### config.mk
export PLATFORM = sky130hd
export DESIGN_NAME = cpu_dma_ctrl_flat
export DESIGN_NICKNAME = d
export VERILOG_FILES = /design/src/rtl/cpu_dma_pkg.sv /design/src/rtl/cpu_dma_ctrl_if.sv /design/src/rtl/cpu_dma_arb.sv /design/src/rtl/cpu_dma_ctrl.sv /design/src/flat_wrapper.sv
export SDC_FILE = /design/constraint.sdc
export NUM_CORES = 1
export LEC_CHECK = 0
export ABC_AREA = 0
export ABC_CLOCK_PERIOD_IN_PS = 1800
export CAP_MARGIN = 40
export CELL_PAD_IN_SITES_DETAIL_PLACEMENT = 1
export CELL_PAD_IN_SITES_GLOBAL_PLACEMENT = 1
export CORE_ASPECT_RATIO = 1.2
export CORE_MARGIN = 2
export CORE_UTILIZATION = 33
export DETAILED_ROUTE_END_ITERATION = 6
export PLACE_DENSITY_LB_ADDON = 0.05
export SYNTH_ARGS = -nofsm -noshare
export SYNTH_HDL_FRONTEND = slang
export SYNTH_HIERARCHICAL = 1
export SYNTH_SLANG_ARGS = --single-unit
### constraint.sdc
create_clock -name clk -period 1.8 [get_ports clk]
set_input_delay 0.27 -clock clk [delete_from_list [all_inputs] [get_ports clk]]
set_output_delay 0.27 -clock clk [all_outputs]
set_load 0.05 [all_outputs]
### src/rtl/cpu_dma_pkg.sv
// Shared state encoding, default addresses and sizing helper for the CPU DMA engine.
package cpu_dma_pkg;

    typedef enum logic [2:0] {
        IDLE,
        HALT,
        ALIGN,
        READ,
        WRITE,
        DONE
    } dma_state_t;

    localparam logic [15:0] DEF_TRIG_BASE = 16'h4014;
    localparam logic [15:0] DEF_DEST_ADDR = 16'h2004;

    // Index width that stays legal for a single-channel build.
    function automatic int idx_w(input int n);
        return (n > 1) ? $clog2(n) : 1;
    endfunction

endpackage

### src/rtl/cpu_dma_ctrl_if.sv
// CPU-side trigger/halt signals and DMA bus signals of cpu_dma_ctrl.
// master = the DMA engine, slave = the CPU/bus environment around it.
interface cpu_dma_ctrl_if #(
    parameter int NUM_CH = 2,
    parameter int ADDR_W = 16,
    parameter int DATA_W = 8
);
    logic [ADDR_W-1:0] cpu_addr;
    logic [DATA_W-1:0] cpu_wdata;
    logic              cpu_we;
    logic              halt_ack;
    logic [DATA_W-1:0] bus_rdata;
    logic              halt_req;
    logic              bus_own;
    logic [ADDR_W-1:0] bus_addr;
    logic [DATA_W-1:0] bus_wdata;
    logic              bus_r_bw;
    logic [NUM_CH-1:0] busy;
    logic [NUM_CH-1:0] done;

    modport master (
        input  cpu_addr, cpu_wdata, cpu_we, halt_ack, bus_rdata,
        output halt_req, bus_own, bus_addr, bus_wdata, bus_r_bw, busy, done
    );

    modport slave (
        output cpu_addr, cpu_wdata, cpu_we, halt_ack, bus_rdata,
        input  halt_req, bus_own, bus_addr, bus_wdata, bus_r_bw, busy, done
    );
endinterface

### src/rtl/cpu_dma_arb.sv
// Fixed-priority picker: lowest-index requester wins; purely combinational.
module cpu_dma_arb
    import cpu_dma_pkg::*;
#(
    parameter int NUM_CH = 2,
    parameter int IDX_W  = idx_w(NUM_CH)
) (
    input  logic [NUM_CH-1:0] req,
    output logic              vld,
    output logic [IDX_W-1:0]  idx
);

    always_comb begin
        vld = 1'b0;
        idx = '0;
        for (int i = NUM_CH - 1; i >= 0; i--) begin
            if (req[i]) begin
                vld = 1'b1;
                idx = IDX_W'(i);
            end
        end
    end

endmodule

### src/rtl/cpu_dma_ctrl.sv
// Multi-channel page-to-port DMA: halts the CPU, then alternates read/write bus cycles.
// Trigger-to-HALT is one cycle; READs are kept on even cyc_par, inserting one ALIGN read if needed.
module cpu_dma_ctrl
    import cpu_dma_pkg::*;
#(
    parameter int              NUM_CH    = 2,
    parameter int              ADDR_W    = 16,
    parameter int              DATA_W    = 8,
    parameter int              LEN       = 256,
    parameter logic [ADDR_W-1:0] TRIG_BASE = ADDR_W'(DEF_TRIG_BASE),
    parameter logic [ADDR_W-1:0] DEST_ADDR = ADDR_W'(DEF_DEST_ADDR)
) (
    input logic            clk,
    input logic            rst,
    cpu_dma_ctrl_if.master bus
);

    localparam int                CH_W = idx_w(NUM_CH);
    localparam logic [DATA_W-1:0] LAST = DATA_W'(LEN - 1);

    dma_state_t        state, state_nxt;
    logic [NUM_CH-1:0] pend, pend_nxt, trig_ok, arb_req;
    logic [DATA_W-1:0] page [NUM_CH];
    logic [DATA_W-1:0] offset, data_buf, wdata_q;
    logic [ADDR_W-1:0] addr_q, rd_addr;
    logic [CH_W-1:0]   act_ch, arb_idx;
    logic              arb_vld, cyc_par;

    // A trigger for the channel currently being served is dropped.
    always_comb begin
        trig_ok = '0;
        for (int c = 0; c < NUM_CH; c++) begin
            if (bus.cpu_we && bus.cpu_addr == TRIG_BASE + ADDR_W'(c)
                && !(state != IDLE && act_ch == CH_W'(c)))
                trig_ok[c] = 1'b1;
        end
    end

    // Same-cycle triggers take part in arbitration so HALT follows the write immediately.
    assign arb_req = pend | trig_ok;
    assign rd_addr = ADDR_W'({page[act_ch], offset});

    cpu_dma_arb #(.NUM_CH(NUM_CH), .IDX_W(CH_W)) u_arb (
        .req (arb_req),
        .vld (arb_vld),
        .idx (arb_idx)
    );

    always_comb begin
        pend_nxt = arb_req;
        if (state == IDLE && arb_vld)
            pend_nxt[arb_idx] = 1'b0;
    end

    always_ff @(posedge clk) begin
        if (rst) state <= IDLE;
        else     state <= state_nxt;
    end

    always_comb begin
        state_nxt = state;
        case (state)
            IDLE:    if (arb_vld) state_nxt = HALT;
            HALT:    if (bus.halt_ack) state_nxt = cyc_par ? READ : ALIGN;
            ALIGN:   state_nxt = READ;
            READ:    state_nxt = WRITE;
            WRITE:   state_nxt = (offset == LAST) ? DONE : READ;
            DONE:    state_nxt = IDLE;
            default: state_nxt = IDLE;
        endcase
    end

    always_comb begin
        bus.halt_req  = 1'b0;
        bus.bus_own   = 1'b0;
        bus.bus_r_bw  = 1'b1;
        bus.bus_addr  = addr_q;
        bus.bus_wdata = wdata_q;
        bus.done      = '0;
        bus.busy      = pend;
        if (state != IDLE)
            bus.busy[act_ch] = 1'b1;
        case (state)
            HALT: bus.halt_req = 1'b1;
            ALIGN, READ: begin
                bus.halt_req = 1'b1;
                bus.bus_own  = 1'b1;
                bus.bus_addr = rd_addr;
            end
            WRITE: begin
                bus.halt_req  = 1'b1;
                bus.bus_own   = 1'b1;
                bus.bus_r_bw  = 1'b0;
                bus.bus_addr  = DEST_ADDR;
                bus.bus_wdata = data_buf;
            end
            DONE:    bus.done[act_ch] = 1'b1;
            default: ;
        endcase
    end

    always_ff @(posedge clk) begin
        if (rst) begin
            pend     <= '0;
            offset   <= '0;
            act_ch   <= '0;
            cyc_par  <= 1'b0;
            data_buf <= '0;
            addr_q   <= '0;
            wdata_q  <= '0;
            for (int c = 0; c < NUM_CH; c++)
                page[c] <= '0;
        end else begin
            cyc_par <= ~cyc_par;
            pend    <= pend_nxt;
            for (int c = 0; c < NUM_CH; c++)
                if (trig_ok[c]) page[c] <= bus.cpu_wdata;
            if (state == IDLE && arb_vld)
                act_ch <= arb_idx;
            if (state == READ)
                data_buf <= bus.bus_rdata;
            if (state == WRITE && offset != LAST)
                offset <= offset + DATA_W'(1);
            if (state == DONE)
                offset <= '0;
            // Held copies let the bus keep its last address/data while released.
            if (bus.bus_own)
                addr_q <= bus.bus_addr;
            if (state == WRITE)
                wdata_q <= bus.bus_wdata;
        end
    end

endmodule
### src/flat_wrapper.sv
// flat-port wrapper written by rule: the top's interface ports become plain ports
module cpu_dma_ctrl_flat import cpu_dma_pkg::*;
#(
    parameter int              NUM_CH    = 2,
    parameter int              ADDR_W    = 16,
    parameter int              DATA_W    = 8,
    parameter int              LEN       = 256,
    parameter logic [ADDR_W-1:0] TRIG_BASE = ADDR_W'(DEF_TRIG_BASE),
    parameter logic [ADDR_W-1:0] DEST_ADDR = ADDR_W'(DEF_DEST_ADDR)
)
  (clk, rst, bus_cpu_addr, bus_cpu_wdata, bus_cpu_we, bus_halt_ack, bus_bus_rdata, bus_halt_req, bus_bus_own, bus_bus_addr, bus_bus_wdata, bus_bus_r_bw, bus_busy, bus_done);
  cpu_dma_ctrl_if #(.NUM_CH(NUM_CH), .ADDR_W(ADDR_W), .DATA_W(DATA_W)) bus_i ();
  input logic clk;
  input logic rst;
  input wire logic [$bits(bus_i.cpu_addr)-1:0] bus_cpu_addr;
  input wire logic [$bits(bus_i.cpu_wdata)-1:0] bus_cpu_wdata;
  input wire logic [$bits(bus_i.cpu_we)-1:0] bus_cpu_we;
  input wire logic [$bits(bus_i.halt_ack)-1:0] bus_halt_ack;
  input wire logic [$bits(bus_i.bus_rdata)-1:0] bus_bus_rdata;
  output wire logic [$bits(bus_i.halt_req)-1:0] bus_halt_req;
  output wire logic [$bits(bus_i.bus_own)-1:0] bus_bus_own;
  output wire logic [$bits(bus_i.bus_addr)-1:0] bus_bus_addr;
  output wire logic [$bits(bus_i.bus_wdata)-1:0] bus_bus_wdata;
  output wire logic [$bits(bus_i.bus_r_bw)-1:0] bus_bus_r_bw;
  output wire logic [$bits(bus_i.busy)-1:0] bus_busy;
  output wire logic [$bits(bus_i.done)-1:0] bus_done;
  assign bus_i.cpu_addr = bus_cpu_addr;
  assign bus_i.cpu_wdata = bus_cpu_wdata;
  assign bus_i.cpu_we = bus_cpu_we;
  assign bus_i.halt_ack = bus_halt_ack;
  assign bus_i.bus_rdata = bus_bus_rdata;
  assign bus_halt_req = bus_i.halt_req;
  assign bus_bus_own = bus_i.bus_own;
  assign bus_bus_addr = bus_i.bus_addr;
  assign bus_bus_wdata = bus_i.bus_wdata;
  assign bus_bus_r_bw = bus_i.bus_r_bw;
  assign bus_busy = bus_i.busy;
  assign bus_done = bus_i.done;
  cpu_dma_ctrl #(.NUM_CH(NUM_CH), .ADDR_W(ADDR_W), .DATA_W(DATA_W), .LEN(LEN), .TRIG_BASE(TRIG_BASE), .DEST_ADDR(DEST_ADDR)) u_core (.clk(clk), .rst(rst), .bus(bus_i));
endmodule
==> results of run 1 <==
==> flip-flops by register name, summed over array words and instances, names as in the netlist, named ones only <==
register,cells
u_core/page,16
u_core/data_buf,8
u_core/cyc_par,1
u_core/wdata_q,8
u_core/offset,8
u_core/act_ch,1
u_core/pend,2
u_core/state,3
u_core/addr_q,16
==> stage by stage <==
| stage | hold slack [ns] | std cells | TNS (ns) | utilization |
|---|---|---|---|---|
| after global routing | 0.438 | 501 | -4.85 | 0.605 |
| after global placement | 0.394 | 464 | -8.30 | 0.467 |
| final | 0.410 | 501 | -2.68 | 0.605 |
| after detailed placement | 0.402 | 464 | -9.68 | 0.467 |
| after CTS | 0.412 | 494 | -3.11 | 0.551 |
| after floorplan | 0.383 | 286 | -1.34 | - |
==> cell families after synthesis <==
| kind of cell | count (synthesis) | synth area share |
|---|---|---|
| simple gates | 132 | 0.246 |
| flops | 64 | 0.537 |
| compound gates | 57 | 0.132 |
| buf+inv | 18 | 0.0307 |
| mux | 9 | 0.0335 |
| xor+xnor | 5 | 0.0163 |
| fa+ha+maj | 1 | 0.00466 |
==> worst max-delay path: stages (launching register included) <==
cell and delay, ns:
dfxtp_2 0.33, buf_6 0.11, nor3b_4 0.15, buf_6 0.12, nor2_4 0.19, buf_6 0.17
o2bb2ai_4 0.13, buf_12 0.15
==> power breakdown <==
part / total (mW) / switching [mW] / leakage [nW] / internal, mW
sequential: 1.49 / 0.00406 / 0.554 / 1.48
clock: 1.49 / 0.544 / 0.122 / 0.942
combinational: 0.142 / 0.0534 / 1.45 / 0.0884
total: 3.11 / 0.602 / 2.12 / 2.51
==> worst min-delay path by stage <==
stage,endpoint,slack [ns],cells past startpoint,from
2_1_floorplan,u_core/cyc_par$_SDFF_PP0_,0.38,1,u_core/cyc_par$_SDFF_PP0_
3_3_place_gp,u_core/cyc_par$_SDFF_PP0_,0.39,1,u_core/cyc_par$_SDFF_PP0_
3_5_place_dp,u_core/cyc_par$_SDFF_PP0_,0.40,1,u_core/cyc_par$_SDFF_PP0_
4_1_cts,u_core/cyc_par$_SDFF_PP0_,0.41,1,u_core/cyc_par$_SDFF_PP0_
5_1_grt,u_core/cyc_par$_SDFF_PP0_,0.44,1,u_core/cyc_par$_SDFF_PP0_
6_report,u_core/cyc_par$_SDFF_PP0_,0.41,1,u_core/cyc_par$_SDFF_PP0_
==> cell type report <==
| cell class | instances | area [µm²] | share of cell area |
|---|---|---|---|
| inverter | 4 | 22.5 | 0.00464 |
| tap | 95 | 119 | 0.0245 |
| clock inverter | 2 | 60.1 | 0.0124 |
| sequential | 64 | 1450 | 0.298 |
| clock buffer | 14 | 184 | 0.0379 |
| timing repair buffer | 118 | 1380 | 0.284 |
| multi-input combinational | 204 | 1640 | 0.338 |
==> metal layers <==
layer,vias to the layer above,wire (µm),GRT usage
li1,1225,-,-
met1,1207,3150,0.192
met2,53,4440,0.316
met3,11,271,0.0456
met4,0,110,0.0577
met5,-,0,0
==> repair_timing <==
item | 4_1_cts | 5_1_grt
buffers inserted | 13 | 9
resized for setup | 64 | 102
setup endpoints to repair | 52 | 40
pin swaps | 3 | 33
cloned | 1 | 0
==> placed cells by master, fill, tap and decap left out, types with 4 or more instances in the layout <==
cell type        instances
dfxtp_1                 45
buf_4                   37
clkdlybuf4s50_1         34
a21oi_1                 27
nand2_1                 22
nand2_2                 17
nand2_4                 16
edfxtp_1                16
buf_8                   15
and2_1                  15
buf_12                  14
buf_6                   14
clkbuf_8                11
mux2i_1                  9
nor2_1                   9
nand3_1                  9
nand3_2                  7
o2bb2ai_4                7
nor2_4                   5
or2_4                    4
xor2_1                   4
o21ai_1                  4
==> impl_metrics.toml, run 1 <==
[outcome]
status = "finished with violations"
violations = "setup timing"

[placement]
place_hpwl_um = 4970
numPortBuffers = 66
dpl_cell_area_um2 = 3750
place.gp.congestion = 0.741
preCtsSetupSlack_ns = -0.440

[die]
core_area_um2 = 8020
die_h_um = 103
rows = 36
dieArea_um2 = 8880
io_pins = 67
die_x_um = 86.4
start_util = 0.335

[clock_network]
hold_buffers = 0
clk_pin_slew_worst_paths_ns = 0.07
clock_latency_ns = 0.33
clockRootBuffer = "clkbuf_8"
cts_tree = "yes"
clockBufferDepth = 2
cts_buffers = 9
clock_sinks = 64
htree_levels = 3

[synth]
ys_ff_latch = 64
synth_top_cell_area_share = 0.358
syn_avg_cell_area_um2 = 9.39
synth_flop_cell = "dfxtp_1"
syn_area_um2 = 2690
async_flop_share = 0
synth_common_cells = "55 x nand2_1, 48 x dfxtp_1, 31 x a21oi_1"
netlist_instances = 286
synth_nets = 323
yosysWarnings = 6
synthDistinctLibCells = 43
synth.area.top_cells = "dfxtp_1 36%, edfxtp_1 18%, nand2_1 7.7%"
ys_seq_area_frac = 0.537
yosys.area.top_type = "dfxtp_1"
synth-edff-count = 16
synth.most_common_cell = "nand2_1"

[timing]
relSlewSlack = 0.763
tightestPinTransition_ns = 0.345
finalHoldViolCount = 0
fin_crit_ns = 1.96
finalMaxSlewViolations = 0
rsz0062_at_grt = "yes"
clock_skew_ns = 0.00646
setup_violations = 28
period_share = 1.09
setup_ws_ns = -0.159
fmax_mhz = 511

[min_path]
hold_path.class = "reg2reg"

[critical_path]
crit_required_ns = 1.53
cp-startpoint = "u_core/state[2]$_SDFFE_PP0P_"
r2r-start = "u_core/state[2]$_SDFFE_PP0P_"
ff2ff_setup_slack_ns = -0.05
crit_end = "bus_bus_addr[9]"
rr_worst_depth = 8
worstPathArrival_ns = 1.69
path_class = "reg2out"
path_max_fanout = 5
end_kind = "output port"
startpoint_type = "register"
r2r-end = "u_core/pend[0]$_SDFF_PP0_"

[routing]
drt_pass1_iterations = 4
drc_errors = 0
drt-total-wl_um = 7960
initialDrtViolationCount = 61
ant_nets = 0
vias = 2496
wl_per_cell_um = 15.9
routed_via_density = 4.98

[layout]
stdcell_area_um2 = 4850
synthToLayoutAreaGrowth_pct = 80.6
fill_cells = 834
drive_above_1_share = 0.441
antennaDiodeCount = 0
layout.nets = 438

[flow_run]
maxCapViolCount = 0

[global_routing]
antenna_found_initial = 0
grt.overflow.total = 0
grt_max_degree = 27
track_usage = 0.172
grt_pass1_vias = 2478
grt_first_pass_wirelength_um = 11800

[power]
leakagePower_nw = 2.12
ir_drop_mv = 0.392
p_total_mw = 3.11
power_density_nw_per_um2 = 642
Note: power is estimated with default switching activity, not from simulation.
==> run 2, diff against run 1 <==
- ABC_CLOCK_PERIOD_IN_PS: 1800 -> 1900
- CORE_UTILIZATION: 33 -> 36
- clock period: 1.8 -> 1.9 ns (I/O delays scaled with it)
==> run 2 against run 1 <==
The run still ends with setup timing left. Highest routed layer unchanged. Critical path depth did not move. Largest cell class unchanged. Combinational power fell by 8%. Clock power fell by 7%. Utilization rose by 5.8 points. Cell count fell by 2.4%. Count of clock-buffer cells in the layout fell by 1. Total power fell by 6.3%. Sequential power fell by 5%. Worst hold slack improved by 0.0063 ns.
==> impl_metrics.toml, run 2 (synthesized netlist as in run 1, its figures left out) <==
[layout]
synthToLayoutAreaGrowth_pct = 78.5
final_common_cell = "dfxtp_1"
most-common-layout-cells = "45 x dfxtp_1, 35 x clkdlybuf4s50_1, 31 x buf_4"
drive_above_1_share = 0.424
fin_cells = 489
antennaDiodeCount = 0
layout.nets = 431
fill_cells = 742
largest_registers = "u_core/addr_q: 16 flops, u_core/page: 16 flops"

[timing]
tightestPinTransition_ns = 0.446
setup_ws_ns = -0.109
finalHoldViolCount = 0
relSlewSlack = 0.701
clock_skew_ns = 0.0121
fmax_mhz = 498
rsz0062_at_grt = "yes"
fin_crit_ns = 2.01
setup_violations = 22
period_share = 1.06
finalMaxSlewViolations = 0

[clock_network]
hold_buffers = 0
clockRootBuffer = "clkbuf_8"
cts_tree = "yes"
cts_buffers = 9
clockBufferDepth = 2
clk_pin_slew_worst_paths_ns = 0.07
clock_latency_ns = 0.35
htree_levels = 3
clock_sinks = 64

[critical_path]
path_depth = 7
crit_family = "buffers and inverters"
crit_required_ns = 1.62
critical-path-slowest-cell = "dfxtp_2"
slowest_delay_ns = 0.34
path_class = "reg2out"
rr_worst_depth = 9
crit_top_cell = "buf_6"
path_max_fanout = 3
worstPathArrival_ns = 1.72
end_kind = "output port"
cp.buffers_inverters = 4
path_cells = "buf_6 > nor3b_4 > buf_6 > nor2_4 > buf_6 > o2bb2ai_4 > clkbuf_16"
startpoint_type = "register"

[global_routing]
grt_pass1_vias = 2734
grt_util_met2 = 0.391
busiest_layer = "met2"
track_usage = 0.209
use_met3 = 0.0461
grt_max_degree = 32
antenna_found_initial = 0
grt_first_pass_wirelength_um = 13400
grt.overflow.total = 0
gr-usage-met1 = 0.226

[die]
start_util = 0.371
die_x_um = 82.9
io_pins = 67
core_area_um2 = 7230
dieArea_um2 = 8170
die_h_um = 98.6
rows = 34

[placement]
preCtsSetupSlack_ns = -0.317
numPortBuffers = 66
placed_cells = 452
place_hpwl_um = 4960
place.gp.congestion = 0.786

[routing]
ant_nets = 0
drt-total-wl_um = 8860
routed_via_density = 5.08
vias = 2485
initialDrtViolationCount = 81
drt_pass1_iterations = 4
drc_errors = 0
wl_per_cell_um = 18.1

[power]
leakagePower_nw = 1.95
power_density_nw_per_um2 = 608
ir_drop_mv = 0.563

[min_path]
hold_path.class = "reg2reg"
hold_depth = 1

[flow_run]
maxCapViolCount = 0

[outcome]
status = "finished with violations"
violations = "setup timing"
## run 2: layout make-up
type	instances	area, µm²	area share
Multi-Input combinational cell	204	1630	0.340
Sequential cell	64	1450	0.302
Timing Repair Buffer	109	1310	0.272
Clock buffer	13	201	0.0420
Tap cell	90	113	0.0235
Clock inverter	3	42.5	0.00887
Inverter	4	27.5	0.00574
Timing Repair inverter	2	25.0	0.00522
## run 2: repair_timing
| action | CTS | global route |
|---|---|---|
| gates resized for setup | 52 | 107 |
| buffers inserted | 11 | 9 |
| endpoints found under the setup margin | 30 | 41 |
| cloned | 1 | 1 |
| pin swaps | 4 | 34 |
## run 2: metal layers
| layer | wire [µm] | part of all wire |
|---|---|---|
| met2 | 5160 | 0.58 |
| met3 | 281 | 0.032 |
| met5 | 0 | 0 |
| met1 | 3360 | 0.38 |
| met4 | 59 | 0.0067 |
## run 2: power by group
part	switching (mW)	leakage [nW]	internal, mW
clock network	0.544	0.122	0.835
registers	0.00419	0.554	1.40
logic	0.0495	1.28	0.0805
total	0.598	1.95	2.32
## run 2: path summary, 6_finish.rpt
path | start | end | slack [ns]
max reg2reg | u_core/state[2]$_SDFFE_PP0P_ | u_core/state[0]$_SDFFE_PP0P_ | 0.06
min | u_core/cyc_par$_SDFF_PP0_ | u_core/cyc_par$_SDFF_PP0_ | 0.42
max | u_core/state[2]$_SDFFE_PP0P_ | bus_bus_addr[12] | -0.11
min reg2reg | u_core/cyc_par$_SDFF_PP0_ | u_core/cyc_par$_SDFF_PP0_ | 0.42
## run 2: metrics by stage
stage / hold slack, ns / instance area [µm²] / setup TNS (ns) / util / power, mW
3_3_place_gp: 0.396 / 3690 / -6.66 / 0.510 / 1.56
3_5_place_dp: 0.403 / 3690 / -6.61 / 0.510 / 1.56
2_1_floorplan: 0.383 / 2710 / -0.199 / - / 1.47
6_report: 0.416 / 4790 / -1.35 / 0.663 / 2.92
5_1_grt: 0.423 / 4790 / -3.11 / 0.663 / 3.01
4_1_cts: 0.413 / 4300 / -0.815 / 0.594 / 2.94
## run 2: worst reg2reg max path: stages, from the launching register on
cell	delay [ns]
dfxtp_2	0.36
buf_4	0.14
nor3_4	0.06
nor2_2	0.15
nor3_2	0.06
or2_2	0.29
or2_4	0.27
o21ai_0	0.21
o21a_1	0.16
nor2_1	0.03
